==> config.mk <==
export PLATFORM = sky130hd
export DESIGN_NAME = lbr_trace_buffer
export DESIGN_NICKNAME = d
export VERILOG_FILES = /design/src/rtl/lbr_trace_buffer.sv
export SDC_FILE = /design/constraint.sdc
export NUM_CORES = 2
export LEC_CHECK = 0
export BUFFER_PORTS_ARGS = -buffer_cell sky130_fd_sc_hd__buf_4
export CORE_UTILIZATION = 36
export DETAILED_ROUTE_END_ITERATION = 8
export GPL_ROUTABILITY_DRIVEN = 0
export MAX_ROUTING_LAYER = met4
export PLACE_DENSITY = 0.62
export SLEW_MARGIN = 5
export SYNTH_ARGS = -nofsm -noshare
export SYNTH_HDL_FRONTEND = slang
export SYNTH_SLANG_ARGS = --single-unit
==> constraint.sdc <==
create_clock -name clock -period 4.1 [get_ports clock]
set_clock_uncertainty 0.1 [all_clocks]
set_input_delay 1.025 -clock clock [delete_from_list [all_inputs] [get_ports clock]]
set_output_delay 1.025 -clock clock [all_outputs]
set_load 0.005 [all_outputs]
==> src/rtl/lbr_trace_buffer.sv <==
`default_nettype none
// ============================================================================
//  Module      : lbr_trace_buffer
//  Description : Last-branch-record buffer. Retired taken control transfers
//                (from PC / to PC) are captured into a circular store of
//                LBR_SIZE entries, with per-type filtering, an occupancy
//                count, freeze-on-full, a wrap interrupt and a registered
//                CSR read/write port.
//
//  Ports       : clock, reset      - single clock, synchronous active-high reset
//                stall             - pipeline stall, suppresses recording
//                branch_valid/type - retiring taken transfer and its kind
//                from_pc, to_pc    - transfer source and target PCs
//                csr_read/write    - CSR access strobes (write wins if both)
//                csr_addr/wdata    - CSR register select and write data
//                csr_rdata/rvalid  - registered read data, one-cycle valid
//                lbr_irq           - level interrupt (irq_en & wrapped)
//
//  Options     : `define LBR_CYCLE_STAMP_EN adds a free-running cycle counter
//                and a per-entry STAMP array readable/writable at {11,i}.
//
//  Revision    : 1.0 - initial release
// ============================================================================
module lbr_trace_buffer #(
    parameter int DATA_WIDTH   = 32,
    parameter int ADDRESS_BITS = 20,
    parameter int LBR_SIZE     = 16
) (
    input  logic                          clock,
    input  logic                          reset,
    input  logic                          stall,
    input  logic                          branch_valid,
    input  logic [1:0]                    branch_type,
    input  logic [ADDRESS_BITS-1:0]       from_pc,
    input  logic [ADDRESS_BITS-1:0]       to_pc,
    input  logic                          csr_read,
    input  logic                          csr_write,
    input  logic [$clog2(LBR_SIZE)+1:0]   csr_addr,
    input  logic [DATA_WIDTH-1:0]         csr_wdata,
    output logic [DATA_WIDTH-1:0]         csr_rdata,
    output logic                          csr_rvalid,
    output logic                          lbr_irq
);

    localparam int c_IDX_W  = $clog2(LBR_SIZE);
    localparam int c_ADDR_W = c_IDX_W + 2;
    localparam int c_CNT_W  = c_IDX_W + 1;

    localparam logic [1:0] c_SEL_FROM  = 2'b00;
    localparam logic [1:0] c_SEL_TO    = 2'b01;
    localparam logic [1:0] c_SEL_REG   = 2'b10;

    localparam logic [c_IDX_W-1:0] c_REG_TOS    = c_IDX_W'(0);
    localparam logic [c_IDX_W-1:0] c_REG_CTRL   = c_IDX_W'(1);
    localparam logic [c_IDX_W-1:0] c_REG_STATUS = c_IDX_W'(2);

    localparam logic [c_CNT_W-1:0] c_FULL    = c_CNT_W'(LBR_SIZE);
    localparam logic [c_CNT_W-1:0] c_FULL_M1 = c_CNT_W'(LBR_SIZE - 1);

    // CTRL bit positions
    localparam int c_CTRL_EN     = 0;
    localparam int c_CTRL_JAL    = 1;
    localparam int c_CTRL_JALR   = 2;
    localparam int c_CTRL_COND   = 3;
    localparam int c_CTRL_FREEZE = 4;
    localparam int c_CTRL_IRQEN  = 5;

    // ------------------------------------------------------------------
    // State
    // ------------------------------------------------------------------
    logic [DATA_WIDTH-1:0] r_from [LBR_SIZE];
    logic [DATA_WIDTH-1:0] r_to   [LBR_SIZE];
    logic [c_IDX_W-1:0]    r_tos;
    logic [5:0]            r_ctrl;
    logic [c_CNT_W-1:0]    r_count;
    logic                  r_wrapped;
    logic                  r_frozen;
    logic [DATA_WIDTH-1:0] r_rdata;
    logic                  r_rvalid;
    logic                  r_irq;

    // ------------------------------------------------------------------
    // Decode
    // ------------------------------------------------------------------
    logic [1:0]            w_sel;
    logic [c_IDX_W-1:0]    w_idx;
    logic                  w_csr_rd;
    logic                  w_wr_from;
    logic                  w_wr_to;
    logic                  w_wr_tos;
    logic                  w_wr_ctrl;
    logic                  w_wr_status;
    logic                  w_type_ok;
    logic                  w_record;
    logic [c_IDX_W-1:0]    w_tos_inc;
    logic [DATA_WIDTH-1:0] w_from_ext;
    logic [DATA_WIDTH-1:0] w_to_ext;
    logic [DATA_WIDTH-1:0] w_status;
    logic [DATA_WIDTH-1:0] w_rd_mux;

    assign w_sel      = csr_addr[c_ADDR_W-1:c_IDX_W];
    assign w_idx      = csr_addr[c_IDX_W-1:0];
    // A write on the same cycle as a read suppresses the read entirely.
    assign w_csr_rd   = csr_read & ~csr_write;

    assign w_wr_from   = csr_write && (w_sel == c_SEL_FROM);
    assign w_wr_to     = csr_write && (w_sel == c_SEL_TO);
    assign w_wr_tos    = csr_write && (w_sel == c_SEL_REG) && (w_idx == c_REG_TOS);
    assign w_wr_ctrl   = csr_write && (w_sel == c_SEL_REG) && (w_idx == c_REG_CTRL);
    assign w_wr_status = csr_write && (w_sel == c_SEL_REG) && (w_idx == c_REG_STATUS);

    always_comb begin
        w_type_ok = 1'b0;
        case (branch_type)
            2'b00:   w_type_ok = r_ctrl[c_CTRL_JAL];
            2'b01:   w_type_ok = r_ctrl[c_CTRL_JALR];
            2'b10:   w_type_ok = r_ctrl[c_CTRL_COND];
            default: w_type_ok = 1'b0;
        endcase
    end

    assign w_record   = branch_valid & ~stall & r_ctrl[c_CTRL_EN] & w_type_ok & ~r_frozen;
    // Power-of-two size: the natural index overflow is the modulo wrap.
    assign w_tos_inc  = r_tos + c_IDX_W'(1);
    assign w_from_ext = DATA_WIDTH'(from_pc);
    assign w_to_ext   = DATA_WIDTH'(to_pc);

    // ------------------------------------------------------------------
    // Entry storage. The record assignment comes last so that it wins a
    // same-index collision with a CSR restore.
    // ------------------------------------------------------------------
    always_ff @(posedge clock) begin
        if (reset) begin
            for (int i = 0; i < LBR_SIZE; i++) begin
                r_from[i] <= '0;
                r_to[i]   <= '0;
            end
        end else begin
            if (w_wr_from) r_from[w_idx] <= csr_wdata;
            if (w_wr_to)   r_to[w_idx]   <= csr_wdata;
            if (w_record) begin
                r_from[w_tos_inc] <= w_from_ext;
                r_to[w_tos_inc]   <= w_to_ext;
            end
        end
    end

    // ------------------------------------------------------------------
    // Control / status. CSR writes to TOS and STATUS are placed after the
    // record updates so that software wins those races.
    // ------------------------------------------------------------------
    always_ff @(posedge clock) begin
        if (reset) begin
            r_tos     <= '1;
            r_ctrl    <= 6'h0F;
            r_count   <= '0;
            r_wrapped <= 1'b0;
            r_frozen  <= 1'b0;
            r_irq     <= 1'b0;
        end else begin
            r_irq <= r_ctrl[c_CTRL_IRQEN] & r_wrapped;

            if (w_record) r_tos <= w_tos_inc;
            if (w_wr_tos) r_tos <= csr_wdata[c_IDX_W-1:0];

            if (w_wr_ctrl) r_ctrl <= csr_wdata[5:0];

            if (w_record && (r_count != c_FULL)) begin
                r_count <= r_count + c_CNT_W'(1);
                if (r_count == c_FULL_M1) begin
                    r_wrapped <= 1'b1;
                    if (r_ctrl[c_CTRL_FREEZE]) r_frozen <= 1'b1;
                end
            end

            if (w_wr_status) begin
                r_count   <= '0;
                r_wrapped <= 1'b0;
                r_frozen  <= 1'b0;
            end
        end
    end

`ifdef LBR_CYCLE_STAMP_EN
    logic [DATA_WIDTH-1:0] r_cycle;
    logic [DATA_WIDTH-1:0] r_stamp [LBR_SIZE];
    logic                  w_wr_stamp;

    assign w_wr_stamp = csr_write && (w_sel == 2'b11);

    always_ff @(posedge clock) begin
        if (reset) begin
            r_cycle <= '0;
            for (int i = 0; i < LBR_SIZE; i++) begin
                r_stamp[i] <= '0;
            end
        end else begin
            r_cycle <= r_cycle + DATA_WIDTH'(1);
            if (w_wr_stamp) r_stamp[w_idx] <= csr_wdata;
            if (w_record)   r_stamp[w_tos_inc] <= r_cycle;
        end
    end
`endif

    // ------------------------------------------------------------------
    // Read path: the mux sees pre-edge state, so a read returns the value
    // as it stood before any same-edge update.
    // ------------------------------------------------------------------
    always_comb begin
        w_status                = '0;
        w_status[c_CNT_W-1:0]   = r_count;
        w_status[16]            = r_wrapped;
        w_status[17]            = r_frozen;
    end

    always_comb begin
        w_rd_mux = '0;
        case (w_sel)
            c_SEL_FROM: w_rd_mux = r_from[w_idx];
            c_SEL_TO:   w_rd_mux = r_to[w_idx];
            c_SEL_REG: begin
                case (w_idx)
                    c_REG_TOS:    w_rd_mux = DATA_WIDTH'(r_tos);
                    c_REG_CTRL:   w_rd_mux = DATA_WIDTH'(r_ctrl);
                    c_REG_STATUS: w_rd_mux = w_status;
                    default:      w_rd_mux = '0;
                endcase
            end
            default: begin
`ifdef LBR_CYCLE_STAMP_EN
                w_rd_mux = r_stamp[w_idx];
`else
                w_rd_mux = '0;
`endif
            end
        endcase
    end

    always_ff @(posedge clock) begin
        if (reset) begin
            r_rdata  <= '0;
            r_rvalid <= 1'b0;
        end else begin
            r_rvalid <= w_csr_rd;
            if (w_csr_rd) r_rdata <= w_rd_mux;
        end
    end

    assign csr_rdata  = r_rdata;
    assign csr_rvalid = r_rvalid;
    assign lbr_irq    = r_irq;

endmodule
`default_nettype wire

==> flow_summary.json <==
{
  "die_h_um": 393,
  "regArea_mm2": 0.0279,
  "fin_setup_tns_ns": 0,
  "clk_path_buf_depth": 3,
  "pwr_density_cell_mw_per_mm2": 395,
  "pin_count": 120,
  "critical_path_class": "reg2reg",
  "cpMostUsedCell": "or3_1",
  "fin_area_mm2": 0.0617,
  "place_inst": 7039,
  "cts.sinks": 1075,
  "pre_cts_slack_ns": 0.172,
  "syn_to_final_growth_pct": 12.2,
  "hpwl_um": 123000,
  "slew_violations": 0,
  "multi_input_area_mm2": 0.0245,
  "gr-usage-all-layers_pct": 25.3,
  "grt_pass1_vias": 40300,
  "drt-initial-drc-count": 5747,
  "grt_overflow": 0,
  "synth_seq_cells": 1075,
  "core_area_mm2": 0.152,
  "critPathCaptureType": "flop",
  "arrival_ns": 3.62,
  "crit_fanout": 12,
  "cts_tree": "built",
  "cts_hold_buf": 0,
  "wl_per_cell_um": 26.8,
  "worstMarginPinSlew_ns": 0.918,
  "path_clk_slew_ns": 0.06,
  "synth_edf_count": 640,
  "cts_buffers": 112,
  "clock_latency_ns": 0.74,
  "dieArea_mm2": 0.154,
  "syn_area_mm2": 0.0550,
  "avgSynthCellArea_um2": 10.5,
  "vias": 42500,
  "io_buffers": 119,
  "fillers": 14400,
  "synthFlopType": "edfxtp_1",
  "firstDrtPassIters": 8,
  "post_cts_resized": 0,
  "outcome": "complete, but fails checks",
  "post-cts-setup-buffer-count": 0,
  "routed_wl_um": 195000,
  "initial_core_util_pct": 36.2,
  "max_stage_delay_ns": 0.55,
  "hp-class": "reg2reg",
  "ys_seq_area_share_pct": 50.7,
  "min_period_ns": 3.31,
  "worstPathCellList": "ha_1 -> nand2b_1 -> or3_1 -> mux2_4 -> nor4b_4 -> or3_1 -> buf_4",
  "placed_area_mm2": 0.0580,
  "final_cell_count_no_fill": 7249,
  "slowest_stage": "or3_1",
  "crit_required_ns": 4.41,
  "violations": "DRC",
  "synth_cells": 5254,
  "maxCapViolations": 0,
  "setup_viol": 0,
  "grt_setup_unrepaired": "no",
  "fin_ws_ns": 0.790,
  "antenna_found_initial": 2,
  "grt_pass1_wl_um": 281000,
  "holdWs_ns": 0.366,
  "yosys.area.top_type": "edfxtp_1",
  "power_leakage_nw": 21.4,
  "layout-drive-gt1-share_pct": 12.7,
  "yosys-top-cells-area": "edfxtp_1 (35%), mux2i_1 (18%), dfxtp_1 (16%)",
  "grt_max_degree": 121,
  "synth_top_area_share_pct": 34.9,
  "syn-num-nets": 5348,
  "critPathLaunchType": "flop",
  "relSlewSlack_pct": 38.8,
  "ir_worst_vdd_mv": 0.362,
  "fmax_mhz": 302,
  "synth-async-reset-ratio_pct": 0,
  "die_x_um": 393,
  "ant_nets": 0,
  "drc": 4,
  "cts_root_buf": "clkbuf_16",
  "ys.warnings.count": 0,
  "post-route-period-util_pct": 80.7,
  "synth_cell_type_count": 63,
  "hold_violations": 0,
  "viasPerCell": 5.86,
  "num_rows": 143,
  "htree_levels": 3,
  "layout.nets": 5217
}
critical path, delay by kind of cell, from the launching register on:
family / cells / cell delay (ns)
DFF: 1 / 0.41
muxes: 1 / 0.35
and+or+nand+nor: 4 / 1.47
buffers and inverters: 1 / 0.36
adders and majority gates: 1 / 0.31
final timing paths:
path | startpoint | to | slack, ns | cells past startpoint
max | r_tos[0]$_SDFFE_PP1P_ | r_from[13][6]$_DFFE_PP_ | 0.79 | 7
min | r_to[2][31]$_SDFFE_PP0P_ | r_to[2][31]$_SDFFE_PP0P_ | 0.37 | 2
max reg2reg | r_tos[0]$_SDFFE_PP1P_ | r_from[13][6]$_DFFE_PP_ | 0.79 | 7
min reg2reg | r_to[2][31]$_SDFFE_PP0P_ | r_to[2][31]$_SDFFE_PP0P_ | 0.37 | 2
layout make-up:
cell class                      instances  share of cell area (%)
Antenna cell                            3                  0.0122
Clock buffer                          158                    5.28
Clock inverter                         49                   0.796
Inverter                               49                   0.310
Multi-Input combinational cell       3553                    39.8
Sequential cell                      1075                    45.2
Tap cell                             2030                    4.11
Timing Repair Buffer                  332                    4.51
cells by family after synthesis:
| kind of cell | count (synthesis) | share of synthesized area, % |
|---|---|---|
| compound gates | 690 | 7.22 |
| xor+xnor | 4 | 0.0637 |
| fa+ha+maj | 8 | 0.182 |
| buf+inv | 626 | 5.10 |
| flops | 1075 | 50.7 |
| mux | 1079 | 21.8 |
| simple gates | 1772 | 14.9 |
through the flow:
stage | power, mW | util (%)
after floorplan | 13.1 | -
after global placement | 14.0 | 38.2
after detailed placement | 14.0 | 38.2
after CTS | 24.4 | 40.6
after global routing | 24.9 | 40.6
final | 24.4 | 40.6
synthesized netlist by cell type, drive strengths merged (8+ instances only):
master / n
and3: 35
edfxtp: 640
a21oi: 470
mux4: 95
nor3b: 108
clkbuf: 351
nand2b: 10
nand4: 31
nand3: 326
ha: 8
mux2i: 983
a31oi: 31
and2: 8
nor4: 8
or3: 36
nor2: 144
inv: 49
buf: 226
nor4b: 9
nand2: 1010
nor3: 20
a22oi: 112
dfxtp: 435
and4b: 8
a22o: 32
o21ai: 21
placed cells by master (no fill, tap or decap), drive strengths merged, types with 6 or more instances in the layout:
master  synthesis  routed
nand2        1010    1010
mux2i         983     983
edfxtp        640     640
a21oi         470     470
dfxtp         435     435
buf           226     332
nand3         326     326
clkbuf        351     158
nor2          144     144
a22oi         112     112
nor3b         108     108
mux4           95      95
inv            49      54
or3            36      36
and3           35      35
clkinv          0      35
a22o           32      32
nand4          31      31
a31oi          31      31
o21ai          21      21
nor3           20      20
nand2b         10      10
nor4b           9       9
and4b           8       8
ha              8       8
bufinv          0       8
and2            8       8
nor4            8       8
nor2b           7       7
o22ai           6       6
state kept, by name (all words and copies together) (netlist names):
signal / cells
r_tos: 4
r_wrapped: 1
r_from: 512
r_count: 5
csr_rdata: 32
csr_rvalid: 1
r_to: 512
r_ctrl: 6
r_frozen: 1
lbr_irq: 1
report_power, final:
group	internal (mW)	switching (mW)
sequential	11.7	0.117
combinational	0.594	1.40
clock	6.03	4.54
per-layer routing:
layer,vias up,part of all wire [%],track usage [%],routed length [um]
met1,21100,41,33.9,78800
met5,-,0,-,0
met2,2490,45,37.6,86700
met3,351,11,5.15,21100
met4,0,4.1,9.66,8030
li1,18600,-,-,-
Note: power is estimated with default switching activity, not from simulation.
